$ cat src/rtl/nn_pkg.sv
// Shared constants and loader state encoding for the feed-forward core
// and its weight loader.
package nn_pkg;

   localparam int WWIDTH = 8;
   localparam int WORD_W = 256;
   localparam int DEPTH  = 4;
   localparam int AW     = 4;
   localparam int BPW    = WORD_W / WWIDTH;

   typedef enum logic [1:0] {
      IDLE,
      COLLECT,
      WRITE,
      DONE
   } ld_state_e;

endpackage

$ cat src/rtl/nn_word_packer.sv
// Packs weights into a RAM word, lowest weight at the lowest bits.
// State moves on the falling clock edge.
module nn_word_packer #(
   parameter int WWIDTH = 8,
   parameter int WORD_W = 256
) (
   input  logic              clk,
   input  logic              rst_n,
   input  logic              clr,
   input  logic              wr,
   input  logic [WWIDTH-1:0] din,
   output logic [WORD_W-1:0] word,
   output logic              last
);

   localparam int BPW = WORD_W / WWIDTH;
   localparam int BCW = $clog2(BPW);

   logic [BCW-1:0] byte_cnt;

   assign last = (byte_cnt == BCW'(BPW - 1));

   always_ff @(negedge clk or negedge rst_n) begin
      if (!rst_n) begin
         word     <= '0;
         byte_cnt <= '0;
      end else if (clr) begin
         word     <= '0;
         byte_cnt <= '0;
      end else if (wr) begin
         word[byte_cnt*WWIDTH +: WWIDTH] <= din;
         byte_cnt <= last ? '0 : byte_cnt + 1'b1;
      end
   end

endmodule

$ cat src/rtl/nn_weight_loader.sv
// Streams weights into the weight RAM one packed word at a time.
// Updates on the falling edge so RAM inputs settle before its rising edge.
module nn_weight_loader #(
   parameter int WWIDTH = 8,
   parameter int WORD_W = 256,
   parameter int DEPTH  = 4,
   parameter int AW     = 4
) (
   input  logic              CLK,
   input  logic              RST,
   input  logic              start,
   input  logic [WWIDTH-1:0] in_data,
   input  logic              in_valid,
   output logic              in_ready,
   output logic [AW-1:0]     mem_addr,
   output logic [WORD_W-1:0] mem_wdata,
   output logic              mem_we,
   output logic              busy,
   output logic              done
);

   import nn_pkg::*;

   ld_state_e     state;
   ld_state_e     state_nxt;
   logic [AW-1:0] addr_cnt;
   logic          clr;
   logic          wr;
   logic          inc;
   logic          last;

   nn_word_packer #(
      .WWIDTH (WWIDTH),
      .WORD_W (WORD_W)
   ) u_packer (
      .clk   (CLK),
      .rst_n (RST),
      .clr   (clr),
      .wr    (wr),
      .din   (in_data),
      .word  (mem_wdata),
      .last  (last)
   );

   assign mem_addr = addr_cnt;

   always_ff @(negedge CLK or negedge RST) begin
      if (!RST) begin
         state    <= IDLE;
         addr_cnt <= '0;
      end else begin
         state <= state_nxt;
         if (clr)
            addr_cnt <= '0;
         else if (inc)
            addr_cnt <= addr_cnt + 1'b1;
      end
   end

   // Outputs decode from state only, so reset clears them at once.
   always_comb begin
      state_nxt = state;
      clr       = 1'b0;
      wr        = 1'b0;
      inc       = 1'b0;
      in_ready  = 1'b0;
      mem_we    = 1'b0;
      busy      = 1'b0;
      done      = 1'b0;
      unique case (state)
         IDLE: begin
            if (start) begin
               clr       = 1'b1;
               state_nxt = COLLECT;
            end
         end
         COLLECT: begin
            in_ready = 1'b1;
            busy     = 1'b1;
            wr       = in_valid;
            if (in_valid && last)
               state_nxt = WRITE;
         end
         WRITE: begin
            mem_we = 1'b1;
            busy   = 1'b1;
            if (addr_cnt == AW'(DEPTH - 1)) begin
               state_nxt = DONE;
            end else begin
               inc       = 1'b1;
               state_nxt = COLLECT;
            end
         end
         DONE: begin
            done = 1'b1;
            if (start) begin
               clr       = 1'b1;
               state_nxt = COLLECT;
            end
         end
      endcase
   end

endmodule
$ cat config.mk
export PLATFORM = sky130hd
export DESIGN_NAME = nn_weight_loader
export DESIGN_NICKNAME = d
export VERILOG_FILES = /design/src/rtl/nn_pkg.sv /design/src/rtl/nn_word_packer.sv /design/src/rtl/nn_weight_loader.sv
export SDC_FILE = /design/constraint.sdc
export NUM_CORES = 1
export LEC_CHECK = 0
export BUFFER_PORTS_ARGS = -buffer_cell sky130_fd_sc_hd__buf_4
export CORE_MARGIN = 2
export CORE_UTILIZATION = 50
export CTS_BUF_LIST = sky130_fd_sc_hd__clkbuf_16
export CTS_CLUSTER_DIAMETER = 120
export CTS_CLUSTER_SIZE = 20
export DETAILED_ROUTE_END_ITERATION = 10
export GPL_TIMING_DRIVEN = 0
export PLACE_DENSITY = 0.83
export RECOVER_POWER = 50
export SETUP_SLACK_MARGIN = 0.1
export SYNTH_ARGS = -nofsm -noshare
export SYNTH_HDL_FRONTEND = slang
export SYNTH_SLANG_ARGS = --single-unit
$ cat constraint.sdc
create_clock -name CLK -period 3.22 [get_ports CLK]
set_input_delay 0.322 -clock CLK [delete_from_list [all_inputs] [get_ports CLK]]
set_output_delay 0.322 -clock CLK [all_outputs]
set_load 0.01 [all_outputs]
Word level (Yosys, flattened, before mapping)
Index checks and enable logic that the tools add are counted.
Cells by class
  $add $sub $neg: 3
  equal/unequal tests: 7
  shifts and indexed selects: 2
  mux-type cells: 21
  reduce and logical (&&, ||, !) cells: 7
Operators with widths (count)
  $mux 256: 2
  $bwmux 256: 1
  $shift 8x34->256 const A: 1
  $shiftx 8x34->256: 1
  $neg 8->34: 1
  $mux 5: 3
  $mux 1: 9
  $mux 4: 2
  $mux 2: 3
  $pmux 2 s3: 1
  $add 5x1->5 const B: 1
  $eq 5x5->1 const B: 1
  $add 4x1->4 const B: 1
  $eq 2x2->1 const B: 2
  $eq 4x2->1 const B: 1
  $reduce_bool 2->1: 2
  $reduce_or 2->1: 2
  $eq 2x1->1 const B: 1
  $logic_not 2->1: 1
  $ne 2x1->1 const B: 1
  $ne 2x2->1 const B: 1
  $reduce_and 2->1: 1
  $logic_and 1x1->1: 1
Word-level totals
  register bits after elaboration: 267
  input bits: 12
  output and inout bits: 264
  logic and storage cells: 44

Longest topological paths before layout
Gate-level depths: netlist (run 1).
  depth after elaboration: 5
  gate-level depth with buffers: 12
  mapped depth without buffers: 10

Cells and area by module
Synthesis (run 1) repeated with hierarchy kept, for this count alone.
Second synthesis, totals
  cell total of the unflattened synthesis: 802
  area total of the unflattened synthesis: 10791.6 um^2
By module, submodules not included
  nn_word_packer: times used 1, cells an instance 762, area each 10430.0 um^2, seq. area each 6531.3 um^2
  nn_weight_loader: times used 1, cells an instance 40, area each 361.6 um^2, seq. area each 150.1 um^2

==> impl_metrics.ini, run 1 <==
[run_status]
status = complete, but fails checks
violations = capacitance limit, slew limit, setup timing

[yosys]
synth_async_sr_flop_share_pct = 100
syn-instance-count = 873
yosys_warnings = 0
yosysSeqAreaShare_pct = 62.2
yosys.area.top_type = dfrtn_1
synth-edff-count = 0
ys_ff_latch = 267
synth_ff_type = dfrtn_1
synth_area_mm2 = 0.0107
synth_top_area_share_pct = 62.2
synth.distinct_cells = 47
postSynthAreaPerCell_um2 = 12.3
syn_nets = 894
synth.area.top_cells = dfrtn_1, a22o_1, o2bb2ai_1, nand2_1, nand3_1

[job]
cap_violations = 1

[finish]
nFillCells = 1597
design_area_mm2 = 0.0140
final_common_cell = dfrtn_1
final_cell_mix = dfrtn_1, buf_4, a22o_1
final_nets = 1205
antenna_cells = 0
finish.utilization_pct = 66.2
area_growth_pct = 29.8
drive_above_1_share_pct = 30.2

[global_routing]
grt_max_degree = 106
antenna_found_initial = 0
grt_usage_pct = 30.9
grt_pass1_vias = 9018
grt_pass1_wl_um = 53500
grt-ovfl-total = 0

[clocking]
cts-root-buf = clkbuf_16
cts_tree = yes
clkTransAtPathRegs_ns = 0.06
cts_buffers = 17
cts.sinks = 267
clkLatencyLatePin_ns = 0.52
htree_levels = 1
cts_buffer_depth = 3

[sta]
finClkSkew_ns = 0.0153
setup_viol = 37
hold_violations = 0
grt_setup_unrepaired = yes
max-slew-margin-rel_pct = -14.6
worstMarginPinSlew_ns = 1.72
fin_setup_tns_ns = -1.25
holdWs_ns = 0.433
fin_ws_ns = -0.163
drv_slew = 67

[placement]
dpl.hpwl_um = 25900
io_buffers = 275
globalplace.congestion = 0.956
pre_cts_slack_ns = -0.595
dpl_cell_area_mm2 = 0.0132

[route]
drc_errors = 0
avgViaCountPerCell = 6.30
route.vias.total = 9189
postRouteAntennaNets = 0
wire_per_inst_um = 24.7
drt_iter0_markers = 675
wirelength_um = 36000
first_pass_iters = 5

[die]
placeableCoreArea_mm2 = 0.0211
die_y_um = 151
die_width_um = 151
io_pins = 276
start_util_pct = 51.0
rows = 53
die_area_mm2 = 0.0227

[critical_path]
critPathArrivalTime_ns = 3.06
cp.required_ns = 2.90
start_kind = flip-flop
worstPathMaxFanout = 3
critical_path_class = flip-flop to primary output
cp-end-kind = primary output

[power]
p_leak_nw = 6.69
peakVddDrop_uv = 390
p_per_area_mw_per_mm2 = 616

[min_path]
hold_class = flip-flop to flip-flop
==> area by class of cell <==
class	instances	area (µm²)	area share (%)
inverters	9	36.3	0.260
repair buffers	292	2050	14.7
plain buffers	44	201	1.44
clock buffers	17	425	3.05
clock inverters	2	25.0	0.179
flip-flops and latches	267	6680	47.9
well taps	275	344	2.47
multi-input cells	553	4190	30.0
==> metal layers <==
layer | global-route usage (%) | up-vias | wire [µm] | part of all wire, %
li1 | - | 3917 | - | -
met1 | 42.4 | 4699 | 14200 | 39
met2 | 49.7 | 507 | 17000 | 47
met3 | 7.45 | 66 | 3820 | 11
met4 | 8.36 | 0 | 1020 | 2.8
met5 | 0 | - | 0 | 0
==> worst max-delay path, stage by stage, from the launching register on <==
cell and delay, ns:
dfrtn_1 0.38, buf_6 0.13, ha_4 0.27, inv_4 0.04
buf_6 0.11
==> cells in the mapped netlist (12+ instances only) <==
cell type  number
a22o_1        118
and2_1         12
nand2_1        74
a41oi_2        12
o2bb2ai_1      42
a32o_1         26
a21oi_1        12
nor2_1         49
dfrtn_1       267
nand3_1        54
a2bb2o_1       12
o21ai_0        49
buf_2          12
clkbuf_1       28
==> worst paths after layout <==
kind	start	end	slack [ns]	depth (start not counted)
min in group asynchronous	RST	u_packer.word[228]$_DFFE_NN0P_	1.74	1
hold reg to reg	u_packer.word[53]$_DFFE_NN0P_	u_packer.word[53]$_DFFE_NN0P_	0.43	2
setup / recovery	state[1]$_DFFE_NN0P_	busy	-0.16	4
setup reg to reg	u_packer.byte_cnt[0]$_DFFE_NN0P_	u_packer.word[14]$_DFFE_NN0P_	-0.01	11
hold / removal	u_packer.word[53]$_DFFE_NN0P_	u_packer.word[53]$_DFFE_NN0P_	0.43	2
max in group asynchronous	RST	u_packer.word[81]$_DFFE_NN0P_	0.18	2
==> report_power, final <==
part           total, mW  internal, mW  switching [mW]  leakage [nW]
logic               3.04         0.832            2.21          2.74
registers           3.48          3.43          0.0501          3.72
clock network       2.08         0.965            1.11         0.221
total               8.60          5.23            3.37          6.69
==> state kept, by name, indices dropped and copies added (netlist names) <==
signal and flops:
u_packer.word 256, mem_addr 4, u_packer.byte_cnt 5, state 2
==> kinds of logic after synthesis <==
family          share of synthesized area (%)
compound gates                           23.3
flops                                    62.2
simple gates                             10.4
buf+inv                                  1.99
mux                                     0.838
fa+ha+maj                                1.05
xor+xnor                                0.326
==> per-stage QoR <==
step,total power [mW],std cells
floorplan,5.10,873
global route,8.88,1459
detailed placement,6.00,1425
CTS,8.29,1453
global placement,5.95,1423
finish,8.60,1459
==> repair_timing <==
item | CTS | global route
hold buffers | 0 | 0
pin swaps | 2 | 3
endpoints found under the setup margin | 212 | 186
buffers inserted | 9 | 6
hold endpoints to repair | 0 | 0
resized for setup | 40 | 49
(Power assumes the default switching activity.)
==> run 2, diff against run 1 <==
Settings changed: BUFFER_PORTS_ARGS -buffer_cell sky130_fd_sc_hd__buf_4 to default, DONT_BUFFER_PORTS from default to 1, PLACE_DENSITY 0.83 to 0.72.
==> impl_metrics.ini, run 2 (synthesis gave the netlist of run 1 again) <==
[die]
start_util_pct = 51.0
placeableCoreArea_mm2 = 0.0211
die_width_um = 151
io_pins = 276
die_y_um = 151
rows = 53
die_area_mm2 = 0.0227

[finish]
top_register = u_packer.word
final_nets = 929
area_growth_pct = 12.0
finish.utilization_pct = 57.1
seqCellArea_mm2 = 0.00668
multi_input_area_mm2 = 0.00420
final_cell_mix = dfrtn_1, a22o_1, nand2_1
design_area_mm2 = 0.0120
largest_reg_flops = 256
drive_above_1_share_pct = 14.3
final_common_cell = dfrtn_1
nFillCells = 1720

[global_routing]
grt_usage_pct = 29.2
grt_max_degree = 268
grt_pass1_vias = 7744
grt-ovfl-total = 0
antenna_found_initial = 1
grt_pass1_wl_um = 49900

[placement]
dpl_cell_area_mm2 = 0.0111
globalplace.congestion = 0.971
io_buffers = 0
dpl.hpwl_um = 23800

[critical_path]
critPathArrivalTime_ns = 2.96
critical_path_class = flip-flop to primary output
rrSetupSlack_ns = 0.12
cp-end-kind = primary output
rr_startpoint = u_packer.byte_cnt[3]$_DFFE_NN0P_
cp.required_ns = 2.90
start_kind = flip-flop
crit_start = state[1]$_DFFE_NN0P_
worstPathMaxFanout = 3

[power]
p_leak_nw = 5.38
p_per_area_mw_per_mm2 = 695
total_power_mw = 8.36
peakVddDrop_uv = 456

[min_path]
hp-start = u_packer.word[53]$_DFFE_NN0P_
hold_class = flip-flop to flip-flop

[sta]
drv_slew = 0
grt_setup_unrepaired = yes
hold_violations = 0
fin_ws_ns = -0.0577
fin_setup_tns_ns = -0.103
holdWs_ns = 0.500
max-slew-margin-rel_pct = 43.9
setup_viol = 7
finClkSkew_ns = 0.0158
worstMarginPinSlew_ns = 0.838

[route]
drt_iter0_markers = 703
route.vias.total = 8047
avgViaCountPerCell = 6.80
postRouteAntennaNets = 0
drc_errors = 0
first_pass_iters = 8
wire_per_inst_um = 28.6
wirelength_um = 33800

[clocking]
cts_buffers = 17
clkTransAtPathRegs_ns = 0.06
cts.sinks = 267
hold_buffers = 0
clkLatencyLatePin_ns = 0.51
cts_buffer_depth = 3
cts-root-buf = clkbuf_16
htree_levels = 1
cts_tree = yes

[job]
cap_violations = 0

[run_status]
violations = setup timing
status = complete, but fails checks
## run 2: cell types whose count changed in the layout (fill, tap and decap cells not counted), moves of 2 or more
cell / before / now
buf_2: 6 / 8
buf_16: 2 / 0
a31oi_1: 1 / 4
nor2_1: 29 / 26
nor2_2: 12 / 14
clkbuf_2: 10 / 5
clkbuf_1: 74 / 25
buf_4: 236 / 16
buf_6: 3 / 0
a31oi_2: 10 / 7
## run 2: path summary, 6_finish.rpt
| kind | to | depth (start not counted) |
|---|---|---|
| worst max register to register | u_packer.word[71]$_DFFE_NN0P_ | 10 |
| worst min-delay path | u_packer.word[53]$_DFFE_NN0P_ | 2 |
| max in group asynchronous | u_packer.word[67]$_DFFE_NN0P_ | 0 |
| worst max-delay path | busy | 2 |
| worst min register to register | u_packer.word[53]$_DFFE_NN0P_ | 2 |
| min in group asynchronous | u_packer.word[76]$_DFFE_NN0P_ | 0 |
## run 2: layout make-up
| class | count | area share [%] |
|---|---|---|
| well taps | 275 | 2.86 |
| diodes | 1 | 0.0208 |
| flip-flops and latches | 267 | 55.5 |
| clock buffers | 17 | 3.53 |
| clock inverters | 2 | 0.208 |
| plain buffers | 44 | 1.63 |
| repair buffers | 16 | 1.10 |
| multi-input cells | 553 | 34.9 |
| inverters | 9 | 0.301 |
## run 2: where the power goes
group	leakage [nW]	total, mW	internal [mW]	switching [mW]
clock network	0.221	2.06	0.964	1.10
logic	1.44	2.79	0.726	2.06
registers	3.72	3.51	3.43	0.0790
total	5.38	8.36	5.12	3.24
## run 2: metrics by stage
step	worst slack (ns)	instances
detailed placement	-0.455	1148
finish	-0.0577	1184
floorplan	0.103	873
CTS	-0.0496	1172
global route	-0.0811	1184
global placement	-0.441	1148
## run 2: layer usage
metal / up-vias / GRT usage (%) / share of wire (%)
met5: - / 0 / 0
met4: 0 / 8.18 / 2.7
li1: 3381 / - / -
met1: 4184 / 39.9 / 40
met2: 427 / 44.8 / 46
met3: 55 / 10.1 / 12
## run 2: critical path, stage by stage, from the launching register on
cell     delay (ns)
dfrtn_1        0.51
ha_4           0.25
inv_4          0.07
## run 2: repair_timing
action / in CTS / in global routing
gates cloned: 0 / 0
resized for setup: 46 / 49
setup buffers: 5 / 11
pin swaps: 1 / 2
endpoints found under the setup margin: 204 / 237
